### config.mk
export PLATFORM = sky130hd
export DESIGN_NAME = cpu_sequencer
export DESIGN_NICKNAME = d
export VERILOG_FILES = /design/src/rtl/cpu_sequencer.sv
export SDC_FILE = /design/constraint.sdc
export NUM_CORES = 1
export LEC_CHECK = 0
export ABC_AREA = 1
export CORE_MARGIN = 2
export CORE_UTILIZATION = 29
export CTS_CLUSTER_SIZE = 30
export DETAILED_ROUTE_END_ITERATION = 8
export GPL_TIMING_DRIVEN = 0
export PLACE_DENSITY_LB_ADDON = 0.25
export SYNTH_ARGS = -nofsm -noshare
export SYNTH_HDL_FRONTEND = slang
export SYNTH_SLANG_ARGS = --single-unit
### constraint.sdc
create_clock -name clk -period 2 [get_ports clk]
set_input_delay 0.5 -clock clk [delete_from_list [all_inputs] [get_ports clk]]
set_output_delay 0.5 -clock clk [all_outputs]
set_load 0.02 [all_outputs]
### src/rtl/cpu_sequencer.sv
// rtl/cpu_sequencer.sv - multi-cycle instruction sequencer owning pc and ir
//
// Ports:
//   clk        rising-edge clock
//   rst        asynchronous reset, active-low
//   work       run enable, sampled only in IDLE
//   imem_data  instruction read data, valid with imem_ack
//   imem_ack   instruction memory acknowledge
//   dmem_ack   data memory acknowledge
//   zero_flag  ALU zero flag, sampled in DECODE for JZ
//   pc         program counter / instruction fetch address
//   imem_req   instruction fetch request
//   ir         instruction register
//   alu_en     ALU execute strobe (one cycle)
//   reg_we     register-file write strobe (one cycle)
//   dmem_req   data memory request
//   dmem_we    data memory write qualifier, valid with dmem_req
//   halted     processor stopped by HALT
module cpu_sequencer #(
    parameter int ADDR_W   = 8,
    parameter int INSTR_W  = 16,
    parameter int OPC_W    = 4,
    parameter int RESET_PC = 0
) (
    input  logic               clk,
    input  logic               rst,
    input  logic               work,
    input  logic [INSTR_W-1:0] imem_data,
    input  logic               imem_ack,
    input  logic               dmem_ack,
    input  logic               zero_flag,
    output logic [ADDR_W-1:0]  pc,
    output logic               imem_req,
    output logic [INSTR_W-1:0] ir,
    output logic               alu_en,
    output logic               reg_we,
    output logic               dmem_req,
    output logic               dmem_we,
    output logic               halted
);

    typedef enum logic [2:0] {
        S_IDLE   = 3'd0,
        S_FETCH  = 3'd1,
        S_DECODE = 3'd2,
        S_EXEC   = 3'd3,
        S_MEM    = 3'd4,
        S_WB     = 3'd5,
        S_HALT   = 3'd6
    } state_t;

    localparam logic [OPC_W-1:0] OP_ALU_LO = OPC_W'(1);
    localparam logic [OPC_W-1:0] OP_ALU_HI = OPC_W'(7);
    localparam logic [OPC_W-1:0] OP_LOAD   = OPC_W'(8);
    localparam logic [OPC_W-1:0] OP_STORE  = OPC_W'(9);
    localparam logic [OPC_W-1:0] OP_JMP    = OPC_W'(10);
    localparam logic [OPC_W-1:0] OP_JZ     = OPC_W'(11);
    localparam logic [OPC_W-1:0] OP_HALT   = OPC_W'(15);

    state_t               state;
    state_t               state_nxt;
    logic [ADDR_W-1:0]    pc_nxt;
    logic [INSTR_W-1:0]   ir_nxt;
    logic [OPC_W-1:0]     opc;
    logic [ADDR_W-1:0]    pc_inc;
    logic [ADDR_W-1:0]    target;

    assign opc    = ir[INSTR_W-1 -: OPC_W];
    // Natural ADDR_W-bit overflow gives the all-ones -> 0 wrap.
    assign pc_inc = pc + ADDR_W'(1);
    assign target = ir[ADDR_W-1:0];

    // State register
    always_ff @(posedge clk or negedge rst) begin
        if (!rst) begin
            state <= S_IDLE;
        end else begin
            state <= state_nxt;
        end
    end

    // pc / ir registers, loaded from the next-state logic
    always_ff @(posedge clk or negedge rst) begin
        if (!rst) begin
            pc <= ADDR_W'(RESET_PC);
            ir <= '0;
        end else begin
            pc <= pc_nxt;
            ir <= ir_nxt;
        end
    end

    // Next-state and pc/ir update
    always_comb begin
        state_nxt = state;
        pc_nxt    = pc;
        ir_nxt    = ir;
        case (state)
            S_IDLE: begin
                if (work) begin
                    state_nxt = S_FETCH;
                end
            end
            S_FETCH: begin
                if (imem_ack) begin
                    ir_nxt    = imem_data;
                    state_nxt = S_DECODE;
                end
            end
            S_DECODE: begin
                if (opc == OP_HALT) begin
                    state_nxt = S_HALT;
                end else if (opc >= OP_ALU_LO && opc <= OP_ALU_HI) begin
                    state_nxt = S_EXEC;
                end else if (opc == OP_LOAD || opc == OP_STORE) begin
                    state_nxt = S_MEM;
                end else if (opc == OP_JMP) begin
                    pc_nxt    = target;
                    state_nxt = S_IDLE;
                end else if (opc == OP_JZ) begin
                    pc_nxt    = zero_flag ? target : pc_inc;
                    state_nxt = S_IDLE;
                end else begin
                    // NOP and the unassigned opcodes C..E
                    pc_nxt    = pc_inc;
                    state_nxt = S_IDLE;
                end
            end
            S_EXEC: begin
                state_nxt = S_WB;
            end
            S_MEM: begin
                if (dmem_ack) begin
                    if (opc == OP_STORE) begin
                        pc_nxt    = pc_inc;
                        state_nxt = S_IDLE;
                    end else begin
                        state_nxt = S_WB;
                    end
                end
            end
            S_WB: begin
                pc_nxt    = pc_inc;
                state_nxt = S_IDLE;
            end
            S_HALT: begin
                state_nxt = S_HALT;
            end
            default: begin
                state_nxt = S_IDLE;
            end
        endcase
    end

    // Moore outputs; each strobe belongs to exactly one state, so at most
    // one of them can be active in any cycle.
    always_comb begin
        imem_req = 1'b0;
        alu_en   = 1'b0;
        reg_we   = 1'b0;
        dmem_req = 1'b0;
        dmem_we  = 1'b0;
        halted   = 1'b0;
        case (state)
            S_FETCH: imem_req = 1'b1;
            S_EXEC:  alu_en   = 1'b1;
            S_WB:    reg_we   = 1'b1;
            S_MEM: begin
                dmem_req = 1'b1;
                dmem_we  = (opc == OP_STORE);
            end
            S_HALT:  halted   = 1'b1;
            default: begin
            end
        endcase
    end

endmodule
==> run_results.csv <==
group,metric,value,unit
sta,rsz0062_at_grt,"false",
clocking,cts_tree,"built",
worst_setup_path,critical_path.slowest_cell,"clkdlybuf4s50_1",
detailed_routing,drt_wl_total,3.675,mm
finish,syn2layout_area_growth,41.25,%
synthesis,syn_avg_cell_area,8.068,um2
worst_setup_path,crit_buf_inv,1,
outcome,outcome,"finished, final reports clean",
finish,antennaDiodeCount,0,
sta,final-hold-violation-count,0,
placement,globalplace.congestion,0.8551,
detailed_routing,routedWlPerCell,11.48,um
clocking,clock_latency,0.27,ns
detailed_routing,dr.pass1.iters,4,
worst_setup_path,arrival,1.41,ns
placement,dp_hpwl,2.878,mm
power,total_power,3332,uW
run,maxCapViolations,0,
power,ir_worst_vdd,0.0006313,V
detailed_routing,drt-initial-drc-count,99,
global_route,grt_pass1_wl,6.417,mm
worst_setup_path,r2r-start,"ir[13]$_DFFE_PN0P_",
floorplan,core.rowCount,26,
worst_setup_path,ff2ff_setup_slack,0.52,ns
clocking,cts_buffers,3,
finish,drive_above_1_share,17.60,%
global_route,grt_busiest_layer,"met2",
worst_setup_path,r2r_end,"pc[0]$_DFFE_PN0P_",
sta,worst_pin_slew,0.6105,ns
worst_setup_path,critPathTopFamily,"buffers and inverters",
worst_setup_path,critPathMaxFanout,8,
global_route,grt_use_met1,17.30,%
sta,clock_skew,0.005162,ns
global_route,grt_pass1_vias,1382,
sta,fmax,524.5,MHz
global_route,overflow,0,
sta,drv_slew,0,
synthesis,syn-cell-area,1565,um2
detailed_routing,vias,1400,
clocking,clock-root-buffer,"clkbuf_8",
finish,fin_nets,274,
worst_setup_path,end_kind,"output port",
power,p_leak,0.001085,uW
sta,setup_viol,0,
finish,design_area,2211,um2
floorplan,die_height,77.47,um
floorplan,start_util,30.26,%
detailed_routing,viasPerCell,4.375,
clocking,postCtsHoldBufs,0,
worst_setup_path,worstPathRequired,1.50,ns
clocking,h-tree-depth,1,
global_route,met2_usage,22.17,%
worst_setup_path,crit_type,"reg -> out",
global_route,antenna_found_initial,0,
synthesis,syn-num-nets,217,
detailed_routing,drc_errors,0,
clocking,cts_sinks,27,
detailed_routing,drt.antenna.violating_nets,0,
floorplan,core_area,5172,um2
floorplan,die_area,6001,um2
worst_setup_path,crit_path_max_incr_delay,0.65,ns
clocking,cts.clk_slew.worst_paths,0.10,ns
power,power.density,1507,nW/um2
synthesis,syn_inst,194,
worst_hold_path,hp-class,"in -> async",
global_route,grt_usage,13.13,%
sta,min_period,1.907,ns
worst_setup_path,r2r_cells,7,
placement,place_area,2163,um2
synthesis,ys_seq_area_share,43.17,%
clocking,clk_path_buf_depth,2,
floorplan,ios,52,
worst_setup_path,cp_cell_sequence,"clkdlybuf4s50_1",
synthesis,synth_seq_cells,27,
sta,max_slew_margin,59.30,%
global_route,grt_util_met3,1.860,%
global_route,grt_max_degree,28,
floorplan,die_w,77.47,um
sta,fin_crit_sh,95.33,%
synthesis,synth.distinct_cells,21,
worst_setup_path,critPathLaunchType,"flip-flop",
placement,numPortBuffers,51,
synthesis,ys_warn_count,0,
-- timing repair --
item,in CTS,in global routing
gates resized for setup,9,5
setup buffers,0,1
setup endpoints to repair,6,2
endpoints found under the hold margin,0,0
-- power by group --
part	total (uW)	internal (uW)	switching, uW
clock network	312	140	172
logic	1940	899	1050
registers	1080	802	275
-- how the worst max path moves through the flow --
stage / start / endpoint / depth (start not counted)
finish: pc[0]$_DFFE_PN0P_ / pc[0] / 1
global route: state[1]$_DFFE_PN0P_ / alu_en / 5
CTS: ir[14]$_DFFE_PN0P_ / dmem_we / 6
detailed placement: rst / pc[3]$_DFFE_PN0P_ / 1
global placement: rst / pc[2]$_DFFE_PN0P_ / 1
floorplan: ir[14]$_DFFE_PN0P_ / dmem_we / 5
-- state kept, by name, summed over array words and instances (netlist names) --
signal / count
ir: 16
pc: 8
state: 3
-- routing by layer --
| layer | part of all wire [%] | vias to the layer above |
|---|---|---|
| met5 | 0 | - |
| met4 | 1.3 | 0 |
| met3 | 3.8 | 4 |
| met2 | 48 | 33 |
| met1 | 47 | 637 |
| li1 | - | 726 |
-- layout by cell type, fill, tap and decap left out, drive strengths merged --
cell type	instances
nand2	55
clkdlybuf4s50	44
nor2	34
dfrtp	27
inv	26
nand3	19
mux2	10
a21oi	9
buf	5
o21ai	4
dlygate4sd2	4
nand4	3
clkbuf	3
xor2	2
nor3	1
o21a	1
ha	1
clkinv	1
clkdlybuf4s15	1
-- metrics by stage --
stage / instances / worst slack [ns] / TNS (ns) / hold slack, ns / util (%)
after floorplan: 194 / 0.3762 / 0 / 0.2044 / -
after global placement: 315 / -0.07733 / -2.063 / 0.4897 / 41.82
after detailed placement: 315 / -0.02804 / -0.7414 / 0.4930 / 41.82
after CTS: 319 / 0.03390 / 0 / 0.5147 / 42.65
after global routing: 320 / 0.01266 / 0 / 0.2773 / 42.74
final: 320 / 0.09342 / 0 / 0.2297 / 42.74
-- kinds of logic after synthesis --
group	Yosys count	synth area share [%]
flops	27	43.17
xor+xnor	2	1.119
fa+ha+maj	1	0.7992
compound gates	14	4.636
mux	10	9.113
simple gates	112	33.89
buf+inv	28	7.274
-- cell type report --
class / count / area, um2
plain buffers: 2 / 16.27
clock buffers: 3 / 41.29
clock inverters: 1 / 5.005
fillers: 535 / 2962
inverters: 26 / 97.59
multi-input cells: 139 / 780.7
flip-flops and latches: 27 / 679.4
well taps: 70 / 87.58
repair buffers: 52 / 503.0
-- cell usage after synthesis --
cell	count	area share (%)
nor2_2	5	2.0
nand4_1	3	1.2
nor3_1	1	0.32
a21oi_1	9	2.9
buf_6	1	0.72
o21ai_0	4	1.3
nand2_1	47	11
xor2_1	2	1.1
nand2_4	3	2.2
nand2_2	5	2.0
nor2_4	4	2.9
o21a_1	1	0.48
buf_2	1	0.32
mux2_4	8	7.7
ha_1	1	0.80
inv_1	21	5.0
nand3_1	19	6.1
inv_2	5	1.2
dfrtp_1	27	43
nor2_1	25	6.0
mux2_2	2	1.4
Power figures use the tool's default switching activity.
